[config.mk]
export PLATFORM = sky130hd
export DESIGN_NAME = spike_encoder
export DESIGN_NICKNAME = d
export VERILOG_FILES = /design/src/rtl/spike_encoder.sv
export SDC_FILE = /design/constraint.sdc
export NUM_CORES = 1
export LEC_CHECK = 0
export CAP_MARGIN = 20
export CELL_PAD_IN_SITES_DETAIL_PLACEMENT = 1
export CELL_PAD_IN_SITES_GLOBAL_PLACEMENT = 1
export CORE_MARGIN = 2
export CORE_UTILIZATION = 39
export CTS_BUF_LIST = sky130_fd_sc_hd__clkbuf_16
export DETAILED_ROUTE_END_ITERATION = 8
export PLACE_DENSITY = 0.89
export REMOVE_ABC_BUFFERS = 1
export SYNTH_ARGS = -nofsm -noshare
export SYNTH_HDL_FRONTEND = slang
export SYNTH_SLANG_ARGS = --single-unit
export TNS_END_PERCENT = 30
[constraint.sdc]
create_clock -name clk -period 2.2 [get_ports clk]
set_clock_uncertainty 0.1 [all_clocks]
set_input_delay 0.55 -clock clk [delete_from_list [all_inputs] [get_ports clk]]
set_output_delay 0.55 -clock clk [all_outputs]
set_load 0.005 [all_outputs]
[src/rtl/spike_encoder.sv]
// Character-to-spike encoder: each accepted ASCII character becomes a fixed-length
// burst of its 4-bit spike pattern on the HNSN ext_spike_in bus, followed by a silent gap.
module spike_encoder #(
    parameter logic [4:0] WINDOW_SIZE  = 5'd16,
    parameter logic [3:0] SPIKE_PERIOD = 4'd2,
    parameter logic [4:0] GAP_CYCLES   = 5'd8
) (
    input  logic       clk,
    input  logic       rst,
    input  logic [7:0] char_in,
    input  logic       char_in_valid,
    output logic       char_in_ready,
    input  logic       abort,
    output logic [3:0] spike_out,
    output logic [7:0] active_char,
    output logic       busy,
    output logic       char_done,
    output logic       char_err
);

    if (WINDOW_SIZE == 5'd0) begin : g_bad_window
        $error("spike_encoder: WINDOW_SIZE must be at least 1");
    end
    if (SPIKE_PERIOD == 4'd0) begin : g_bad_period
        $error("spike_encoder: SPIKE_PERIOD must be at least 1");
    end

    typedef enum logic [1:0] {
        IDLE  = 2'd0,
        BURST = 2'd1,
        GAP   = 2'd2
    } state_t;

    state_t     state_r, state_s;
    logic [4:0] win_r, win_s;
    logic [3:0] phase_r, phase_s;
    logic [4:0] gap_r, gap_s;
    logic [3:0] pattern_r, pattern_s;
    logic [3:0] spike_s;
    logic [7:0] active_s;
    logic       ready_s, busy_s, done_s, err_s;
    logic [4:0] map_s;

    // Returns {mapped, pattern}; lower-case a..f fold onto A..F.
    function automatic logic [4:0] map_char(input logic [7:0] c);
        logic [4:0] r;
        case (c)
            8'h41, 8'h61: r = 5'b1_0011;
            8'h42, 8'h62: r = 5'b1_1100;
            8'h43, 8'h63: r = 5'b1_0101;
            8'h44, 8'h64: r = 5'b1_1010;
            8'h45, 8'h65: r = 5'b1_1001;
            8'h46, 8'h66: r = 5'b1_0110;
            8'h20:        r = 5'b1_0000;
            default:      r = 5'b0_0000;
        endcase
        return r;
    endfunction

    // Next-state and next-output logic; outputs are registered one cycle later.
    always_comb begin
        state_s   = state_r;
        win_s     = win_r;
        phase_s   = phase_r;
        gap_s     = gap_r;
        pattern_s = pattern_r;
        spike_s   = 4'b0000;
        active_s  = active_char;
        ready_s   = char_in_ready;
        busy_s    = busy;
        done_s    = 1'b0;
        err_s     = 1'b0;
        map_s     = map_char(char_in);

        if (abort && (state_r != IDLE)) begin
            state_s  = IDLE;
            win_s    = 5'd0;
            phase_s  = 4'd0;
            gap_s    = 5'd0;
            active_s = 8'h00;
            ready_s  = 1'b1;
            busy_s   = 1'b0;
        end else begin
            case (state_r)
                IDLE: begin
                    // abort on the accept edge drops the character
                    if (char_in_valid && char_in_ready && !abort) begin
                        if (map_s[4]) begin
                            state_s   = BURST;
                            win_s     = 5'd0;
                            phase_s   = 4'd0;
                            pattern_s = map_s[3:0];
                            spike_s   = map_s[3:0];
                            active_s  = char_in;
                            ready_s   = 1'b0;
                            busy_s    = 1'b1;
                        end else begin
                            err_s = 1'b1;
                        end
                    end else begin
                        state_s = IDLE;
                    end
                end
                BURST: begin
                    if (win_r == (WINDOW_SIZE - 5'd1)) begin
                        if (GAP_CYCLES == 5'd0) begin
                            state_s  = IDLE;
                            active_s = 8'h00;
                            ready_s  = 1'b1;
                            busy_s   = 1'b0;
                            done_s   = 1'b1;
                        end else begin
                            state_s = GAP;
                            gap_s   = 5'd0;
                        end
                    end else begin
                        win_s = win_r + 5'd1;
                        if (phase_r == (SPIKE_PERIOD - 4'd1)) begin
                            phase_s = 4'd0;
                            spike_s = pattern_r;
                        end else begin
                            phase_s = phase_r + 4'd1;
                        end
                    end
                end
                GAP: begin
                    if (gap_r == (GAP_CYCLES - 5'd1)) begin
                        state_s  = IDLE;
                        active_s = 8'h00;
                        ready_s  = 1'b1;
                        busy_s   = 1'b0;
                        done_s   = 1'b1;
                    end else begin
                        gap_s = gap_r + 5'd1;
                    end
                end
                default: begin
                    state_s  = IDLE;
                    active_s = 8'h00;
                    ready_s  = 1'b1;
                    busy_s   = 1'b0;
                end
            endcase
        end
    end

    // State, counters and registered outputs.
    always_ff @(posedge clk) begin
        if (rst) begin
            state_r       <= IDLE;
            win_r         <= 5'd0;
            phase_r       <= 4'd0;
            gap_r         <= 5'd0;
            pattern_r     <= 4'b0000;
            spike_out     <= 4'b0000;
            active_char   <= 8'h00;
            char_in_ready <= 1'b1;
            busy          <= 1'b0;
            char_done     <= 1'b0;
            char_err      <= 1'b0;
        end else begin
            state_r       <= state_s;
            win_r         <= win_s;
            phase_r       <= phase_s;
            gap_r         <= gap_s;
            pattern_r     <= pattern_s;
            spike_out     <= spike_s;
            active_char   <= active_s;
            char_in_ready <= ready_s;
            busy          <= busy_s;
            char_done     <= done_s;
            char_err      <= err_s;
        end
    end

endmodule

==> impl_metrics.csv <==
group,metric,value,unit
cells_and_area,layout.nets,246,
floorplan,die_width,69.5,um
yosys,synthAdderAreaFrac,0.0374,
cells_and_area,antenna_cells,0,
yosys,seq_area_frac_synth,0.431,
yosys,yosysMostFrequentCell,"dfxtp_1",
yosys,yosys-mux-area-fraction,0.00598,
power,p_leak,0.000872,uW
clocking,cts_buffers,5,
clocking,cts_setup_buffers,0,
yosys,synthTopCellsByArea,"dfxtp_1 43%, nand2_1 4.9%, a21oi_1 4.2%, nor2_1 3.8%, ha_1 3.7%",
setup_path,crit_path_start_kind,"primary input",
cells_and_area,drive_gt1_frac,0.174,
timing,rsz0062_at_grt,"true",
yosys,synth_xor_area_frac,0.0262,
yosys,synth_commonest_cells,"36 x dfxtp_1, 22 x nand2_1, 17 x nor2_1, 14 x a21oi_1",
yosys,synth_compound_area_frac,0.189,
routing,first_pass_iters,4,
routing,drt_wl_total,4.82,mm
clocking,clock_latency,0.28,ns
yosys,yosysWarnings,0,
timing,relSlewSlack,0.661,
routing,drc,0,
power,ir_drop,0.000483,V
routing,ant_nets,0,
timing,fin_crit_sh,0.970,
min_path,min_path_type,"flop to flop",
clocking,cts_sinks,36,
clocking,cts.htree.levels,2,
timing,min_period,2.13,ns
power,p_per_area,639,nW/um2
clocking,cts_hold_buf,0,
setup_path,crit_required,2.30,ns
setup_path,critPathMaxFanout,11,
timing,maxSlewViolCount,0,
placed_design,portBuffers,27,
timing,setup_ws,0.0659,ns
floorplan,start_util,0.412,
global_route,antenna_found_initial,0,
routing,via_per_inst,5.65,
clocking,cts-root-buf,"clkbuf_16",
global_route,grt_pass1_vias,1682,
cells_and_area,fillCellCount,458,
timing,setup_violations,0,
setup_path,cp-end-kind,"flop",
timing,hold_viol_final,0,
floorplan,row_count,23,
clocking,cts_tree,"built",
yosys,synth-simple-area-share,0.273,
global_route,grt_first_pass_wirelength,8.09,mm
global_route,grt_max_degree,14,
routing,wl_per_cell,17.2,um
yosys,synth_top_family_by_area,"simple AND/OR/NAND/NOR gates",
timing,fmax,0.469,GHz
global_route,grt.overflow.total,0,
yosys,netlist_area,1670,um2
placed_design,dp_hpwl,3.32,mm
placed_design,place_ws,-0.288,ns
placed_design,place.gp.congestion,0.784,
floorplan,core,4060,um2
routing,drt_iter0_markers,73,
clocking,clkSlewWorstSetupHoldPaths,0.06,ns
yosys,async_flop_share,0,
yosys,syn_avg_cell_area,9.04,um2
yosys,yosysTopAreaCell,"dfxtp_1",
floorplan,die_area,4830,um2
cells_and_area,area_growth_syn_to_layout,34.4,%
status,status,"finished clean",
setup_path,crit_arrival,2.23,ns
clocking,clockBufferDepth,2,
yosys,ys_ff_latch,36,
global_route,grt_use_total,0.210,
floorplan,pin_count,28,
yosys,synth_top_area_frac,0.431,
timing,worst_pin_slew,0.507,ns
yosys,synth_edf_count,0,
run,cap_violations,0,
routing,vias,1583,
yosys,ys_types,51,
timing,holdWs,0.357,ns
floorplan,die_y,69.5,um
yosys,synthCells,185,
yosys,synth-main-ff-cell,"dfxtp_1",
setup_path,crit_type,"primary input to flop",
## per-layer routing
metal  track usage  routed length [um]
met1         0.246                2060
met2         0.349                2450
met3        0.0509                 182
met4         0.115                 129
met5             0                   0
## stage by stage
step	TNS (ns)	cell area, um2	util	power, uW	cells
6_report	0	2250	0.554	1440	280
5_1_grt	-0.00635	2250	0.554	1490	280
4_1_cts	0	2240	0.552	1450	280
3_5_place_dp	-4.63	2100	0.518	774	272
3_3_place_gp	-3.07	2100	0.518	770	272
2_1_floorplan	0	1620	-	706	177
## sequential cells by signal, summed over array words and instances (netlist names)
| name | flops |
|---|---|
| char_err | 1 |
| char_in_ready | 1 |
| spike_out | 4 |
| gap_r | 5 |
| pattern_r | 4 |
| state_r | 2 |
| busy | 1 |
| char_done | 1 |
| active_char | 8 |
| phase_r | 4 |
| win_r | 5 |
## report_power, final
part           total [uW]  switching [uW]  leakage (uW)  internal (uW)
Sequential            657            2.08      0.000290            655
Clock                 672             261     0.0000710            411
Combinational         107            52.2      0.000511           54.6
## logic make-up (layout without fill, tap and decap cells)
kind of cell | Yosys count | after routing
xor gates and xnor gates | 5 | 5
and+or+nand+nor | 84 | 84
DFF | 36 | 36
buffers and inverters | 11 | 56
muxes | 1 | 1
AOI/OAI and AO/OA | 43 | 43
adders and majority gates | 5 | 5
## layout by cell type (no fill, tap or decap), types with 2 or more instances in the layout
| cell type | netlist | routed |
|---|---|---|
| and3_1 | 3 | 3 |
| nand2_1 | 22 | 22 |
| nand3_1 | 7 | 7 |
| nand2b_1 | 3 | 3 |
| xor2_1 | 4 | 4 |
| nor3_2 | 1 | 2 |
| nor2b_1 | 3 | 2 |
| buf_4 | 1 | 17 |
| clkbuf_16 | 0 | 5 |
| a21oi_1 | 14 | 14 |
| inv_1 | 3 | 3 |
| and2_1 | 3 | 3 |
| and2b_1 | 2 | 2 |
| clkdlybuf4s50_1 | 0 | 27 |
| nor3_1 | 4 | 3 |
| o22ai_2 | 2 | 2 |
| clkinv_2 | 0 | 2 |
| dfxtp_1 | 36 | 36 |
| ha_1 | 5 | 5 |
| a22o_1 | 7 | 7 |
| nor3b_1 | 2 | 2 |
| o21ai_0 | 6 | 6 |
| nor2_1 | 17 | 17 |
| nand4_1 | 6 | 6 |
## critical path: stages
cell,delay [ns]
clkdlybuf4s50_1,0.44
or3_4,0.40
and3_4,0.20
o211ai_2,0.23
buf_12,0.17
nand2_1,0.08
a21oi_1,0.15
## cell type report
class,count,area (um2),share of cell area
Clock buffer,5,125,0.0556
Clock inverter,3,13.8,0.00612
Inverter,3,11.3,0.00501
Multi-Input combinational cell,138,897,0.399
Sequential cell,36,721,0.321
Tap cell,50,62.6,0.0278
Timing Repair Buffer,45,418,0.186
## path summary, 6_finish.rpt
| path | cells after the start | to | from | slack (ns) |
|---|---|---|---|---|
| worst max-delay path | 7 | pattern_r[3]$_SDFFE_PP0P_ | char_in[2] | 0.07 |
| worst min-delay path | 1 | active_char[4]$_SDFFE_PP0P_ | active_char[4]$_SDFFE_PP0P_ | 0.36 |
| worst max register to register | 7 | phase_r[3]$_SDFFE_PP0P_ | win_r[0]$_SDFFE_PP0P_ | 0.16 |
| worst min register to register | 1 | active_char[4]$_SDFFE_PP0P_ | active_char[4]$_SDFFE_PP0P_ | 0.36 |
## repair_timing
item / 4_1_cts / 5_1_grt
resized for setup: 0 / 2
endpoints found under the hold margin: 0 / 0
endpoints found under the setup margin: 0 / 8
No activity file was read; power rests on OpenSTA's default activity.
==> RTL edit 1, RTL diff (config.mk and constraints unchanged) <==
Reset style: asynchronous (`rst`), changed in one clocked block.
--- a/src/rtl/spike_encoder.sv
+++ b/src/rtl/spike_encoder.sv
@@ -146,5 +146,5 @@
 
     // State, counters and registered outputs.
-    always_ff @(posedge clk) begin
+    always_ff @(posedge clk or posedge rst) begin
         if (rst) begin
             state_r       <= IDLE;
Check against the original RTL: differs if rst is asserted again (counterexample within 4 cycles, from zero or initial values and one cycle with rst high); with rst held inactive, the same outputs for 10 cycles.
==> RTL edit 1 against the original RTL <==
- final area grew 9.5%
- highest routed layer unchanged
- critical path depth stayed put
- setup slack better by 0.033 ns
- wire length grew 7.0%
- sequential cell count stayed put
- synthesized area is 8.8% higher
- final cell count is 2.9% higher
Power is not compared: it rests on default switching activity, and its combinational part moved more than twofold at a synthesized area within 25%.
==> RTL edit 1: results (changes against the original RTL) <==
{| class="wikitable"
! Metric !! Value
|-
| Status || finished clean (unchanged)
|-
| Detailed router's first-iteration violation count || 93 (was 73)
|-
| Worst reg-to-reg setup slack || 0.14 ns (was 0.16 ns)
|-
| Vias in the first global route || 1741 (was 1682)
|-
| Relative contribution of combinational cells to total power || 0.152
|-
| Met2 GRT Util || 0.387 (was 0.349)
|-
| Number of distinct library cell variants in the gate-level netlist after synthesis || 45 (was 51)
|-
| Async SR Flop Fraction || 1.00 (was 0)
|-
| WL per Instance || 17.9 um (was 17.2 um)
|-
| Tightest slew margin relative to the limit || 0.671 (was 0.661)
|-
| Delay-heaviest family, CP || compound AO/OA/AOI/OAI gates (was simple AND/OR/NAND/NOR gates)
|-
| # Post-CTS Setup Buffers || 0 (unchanged)
|-
| M3 GR Usage || 0.0444 (was 0.0509)
|-
| Number of inserted filler cells in the final layout || 486 (was 458)
|-
| Weighted congestion reported at the end of routability-driven placement || 0.819 (was 0.784)
|-
| Fraction of the yosys area taken by sequential cells || 0.496 (was 0.431)
|-
| Post-route fraction of the period consumed by the critical path || 0.955 (was 0.970)
|-
| Area post-placement || 2310 um2 (was 2100 um2)
|-
| Primary flip-flop cell chosen by synthesis mapping || sky130_fd_sc_hd__dfrtp_1 (was sky130_fd_sc_hd__dfxtp_1)
|-
| Leading cell types by count after synthesis || 35 x sky130_fd_sc_hd__dfrtp_1, 16 x sky130_fd_sc_hd__nor2_1, 15 x sky130_fd_sc_hd__nand2_1 (was 36 x sky130_fd_sc_hd__dfxtp_1, 22 x sky130_fd_sc_hd__nand2_1, 17 x sky130_fd_sc_hd__nor2_1)
|-
| Sum of met3 wire segment lengths after detailed routing || 124 um (was 182 um)
|-
| Met1 track utilization from global routing || 0.271 (was 0.246)
|-
| Top post-synthesis cells by area || sky130_fd_sc_hd__dfrtp_1 48%, sky130_fd_sc_hd__o21ai_0 3.6%, sky130_fd_sc_hd__ha_1 3.4% (was sky130_fd_sc_hd__dfxtp_1 43%, sky130_fd_sc_hd__nand2_1 4.9%, sky130_fd_sc_hd__a21oi_1 4.2%)
|-
| Count of nets after finishing || 253 (was 246)
|-
| Clock slew at reported path FFs || 0.05 ns
|-
| Met2 WL || 2690 um (was 2450 um)
|-
| Met1 wire length || 2200 um (was 2060 um)
|-
| Wire length of the first global-routing pass || 8760 um (was 8090 um)
|-
| Via count || 1595 (was 1583)
|-
| Layout cell share with drive strength beyond 1 || 0.208 (was 0.174)
|-
| Top metal layer carrying routed signals || met4 (unchanged)
|-
| Worst hold margin || 0.387 ns (was 0.357 ns)
|-
| Pin count of the biggest net entering global routing || 37 (was 14)
|-
| Setup slack after placement || -0.142 ns (was -0.288 ns)
|-
| Maximum net fanout on the critical path || 8 (was 11)
|}
RTL edit 1: cell types whose count changed in the layout (fill, tap and decap cells not counted), moves of 3 or more:
cell                      change
sky130_fd_sc_hd__dfxtp_1     -36
sky130_fd_sc_hd__dfrtp_1     +35
sky130_fd_sc_hd__buf_4       +11
sky130_fd_sc_hd__inv_1       +11
sky130_fd_sc_hd__a21oi_1      -9
sky130_fd_sc_hd__nand2_1      -8
sky130_fd_sc_hd__o21ai_0      +7
sky130_fd_sc_hd__nand3_1      +4
sky130_fd_sc_hd__nand4_1      -4
sky130_fd_sc_hd__and3_1       -3
RTL edit 1: area by class of cell:
cell class,instances,area (um2),area share
Clock inverter,2,8.76,0.00356
Tap cell,52,65.1,0.0264
Multi-Input combinational cell,125,831,0.338
Clock buffer,5,125,0.0508
Inverter,13,48.8,0.0198
Timing Repair Buffer,55,480,0.195
Sequential cell,36,902,0.367
RTL edit 1: final timing paths:
kind / from / end / cells after the start
setup / recovery: char_in[0] / active_char[0] / 7
hold / removal: active_char[7] / active_char[7] / 1
setup reg to reg: win_r[1] / gap_r[3] / 9
hold reg to reg: active_char[7] / active_char[7] / 1
max in group asynchronous: rst / char_in_ready / 3
min in group asynchronous: rst / gap_r[1] / 3
RTL edit 1: per-stage QoR:
stage,util,total power [mW]
CTS,0.554,1.75
detailed placement,0.523,1.06
finish,0.558,1.73
global route,0.558,1.81
global placement,0.523,1.05
floorplan,-,0.895
RTL edit 1: cell families (layout without fill, tap and decap cells):
kind of cell | after synthesis | after routing | synth area share
AOI/OAI and AO/OA | 44 | 44 | 0.183
xor gates and xnor gates | 2 | 2 | 0.00963
adders and majority gates | 5 | 5 | 0.0344
buffers and inverters | 21 | 75 | 0.0530
DFF | 36 | 36 | 0.496
muxes | 1 | 1 | 0.00550
and+or+nand+nor | 73 | 73 | 0.219
==> RTL edit 2, RTL diff (same settings) <==
Without the edit above. The parameter `GAP_CYCLES` goes from 5'd8 to 5'd6.
--- a/src/rtl/spike_encoder.sv
+++ b/src/rtl/spike_encoder.sv
@@ -4,5 +4,5 @@
     parameter logic [4:0] WINDOW_SIZE  = 5'd16,
     parameter logic [3:0] SPIKE_PERIOD = 4'd2,
-    parameter logic [4:0] GAP_CYCLES   = 5'd8
+    parameter logic [4:0] GAP_CYCLES   = 5'd6
 ) (
     input  logic       clk,
Function: same outputs for any inputs over 10 cycles, from zero or initial values and one cycle with rst high; that may be too few to reach the edited logic, so the function may still have changed.
==> RTL edit 2 against the original RTL <==
- power rose by 7.8%
- setup slack improved by 0.049 ns
- synthesized area decreased by 5.8%
- final area decreased by 1.3%
- fmax grew 2.3%
- sequential cell count did not move
- final cell count down 0.36%
- wire length decreased by 3.6%
- via count down 7.1%
==> RTL edit 2: results (changes against the original RTL) <==
{| class="wikitable"
! Metric !! Value
|-
| Status || finished clean (unchanged)
|-
| Actual slew at the worst max-slew pin || 0.421 ns (was 0.507 ns)
|-
| Post_cts resized || 2 (was 0)
|-
| Critical register-to-register path endpoint || phase_r[1] (was phase_r[3])
|-
| Portion of the layout cell area used by non-clock buffers || 0.186 (about the same)
|-
| Worst Hold Depth || 2 (was 1)
|-
| Vias in the first global route || 1526 (was 1682)
|-
| Met1 wire length || 1870 um (was 2060 um)
|-
| Compound-gate portion of the synthesized area || 0.160 (was 0.189)
|-
| Share of synthesized area spent on multiplexers || 0.0127 (was 0.00598)
|-
| Critical path arrival || 2.20 ns (was 2.23 ns)
|-
| IR Drop Worst-Case VDD || 0.638 mV (was 0.483 mV)
|-
| Worst hold margin || 0.364 ns (was 0.357 ns)
|-
| Post-route standard cell area excluding fillers || 2220 um2 (was 2250 um2)
|-
| Internal portion of total power || 1.23 mW (was 1.12 mW)
|-
| Placed instance count || 270 (was 272)
|-
| HPWL after detailed placement || 3510 um (was 3320 um)
|-
| Leakage power figure || 0.877 nW (was 0.872 nW)
|-
| Multi-input logic area || 837 um2 (was 897 um2)
|-
| Layout cell share with drive strength beyond 1 || 0.192 (was 0.174)
|-
| Share of synthesized cell area in full adder, half adder and majority cells || 0.0476 (was 0.0374)
|-
| R2R cell count || 8 (was 7)
|-
| Routed vias/inst || 5.27 (was 5.65)
|-
| Met2 WL || 2460 um (was 2450 um)
|-
| Fraction of the yosys area taken by sequential cells || 0.457 (was 0.431)
|-
| Initial Utilization || 0.400 (was 0.412)
|-
| Top post-synthesis cells by area || sky130_fd_sc_hd__dfxtp_1 46%, sky130_fd_sc_hd__a21oi_1 6.7%, sky130_fd_sc_hd__nand2_1 5.0% (was sky130_fd_sc_hd__dfxtp_1 43%, sky130_fd_sc_hd__nand2_1 4.9%, sky130_fd_sc_hd__a21oi_1 4.2%)
|-
| Power drawn by the clock network || 0.800 mW (was 0.672 mW)
|-
| Met1 track utilization from global routing || 0.235 (was 0.246)
|-
| Leading cell types by count after synthesis || 36 x sky130_fd_sc_hd__dfxtp_1, 21 x sky130_fd_sc_hd__a21oi_1, 21 x sky130_fd_sc_hd__nand2_1 (was 36 x sky130_fd_sc_hd__dfxtp_1, 22 x sky130_fd_sc_hd__nand2_1, 17 x sky130_fd_sc_hd__nor2_1)
|-
| All-Layer GR Usage || 0.225 (was 0.210)
|-
| Maximum net fanout on the critical path || 4 (was 11)
|-
| Layout inverter count without the clock tree || 5 (was 3)
|-
| HP Start || pattern_r[2] (was active_char[4])
|-
| Number of inserted filler cells in the final layout || 463 (was 458)
|-
| Count of multi-input combinational gates || 135 (was 138)
|-
| Xor and xnor area share after synthesis || 0.0167 (was 0.0262)
|-
| Worst stage delay on the critical path || 0.48 ns (was 0.44 ns)
|-
| Wire length of the first global-routing pass || 7380 um (was 8090 um)
|-
| End point of the worst hold path || pattern_r[2] (was active_char[4])
|-
| WL per Instance || 16.6 um (was 17.2 um)
|}
[RTL edit 2: cell types whose count changed in the layout (fill, tap and decap cells not counted), moves of 3 or more]
cell,unedited run,this run
sky130_fd_sc_hd__nand3_1,7,11
sky130_fd_sc_hd__a21oi_1,14,20
sky130_fd_sc_hd__nor2_2,1,4
sky130_fd_sc_hd__dlymetal6s2s_1,0,3
sky130_fd_sc_hd__and2_1,3,0
sky130_fd_sc_hd__clkdlybuf4s50_1,27,24
sky130_fd_sc_hd__a22o_1,7,0
sky130_fd_sc_hd__or3_1,1,4
sky130_fd_sc_hd__nand4_1,6,2
[RTL edit 2: kinds of logic (layout without fill, tap and decap cells)]
group | after synthesis | count (layout)
fa+ha+maj | 6 | 6
mux | 2 | 2
flops | 36 | 36
xor+xnor | 3 | 3
simple gates | 85 | 85
buf+inv | 9 | 58
compound gates | 39 | 39
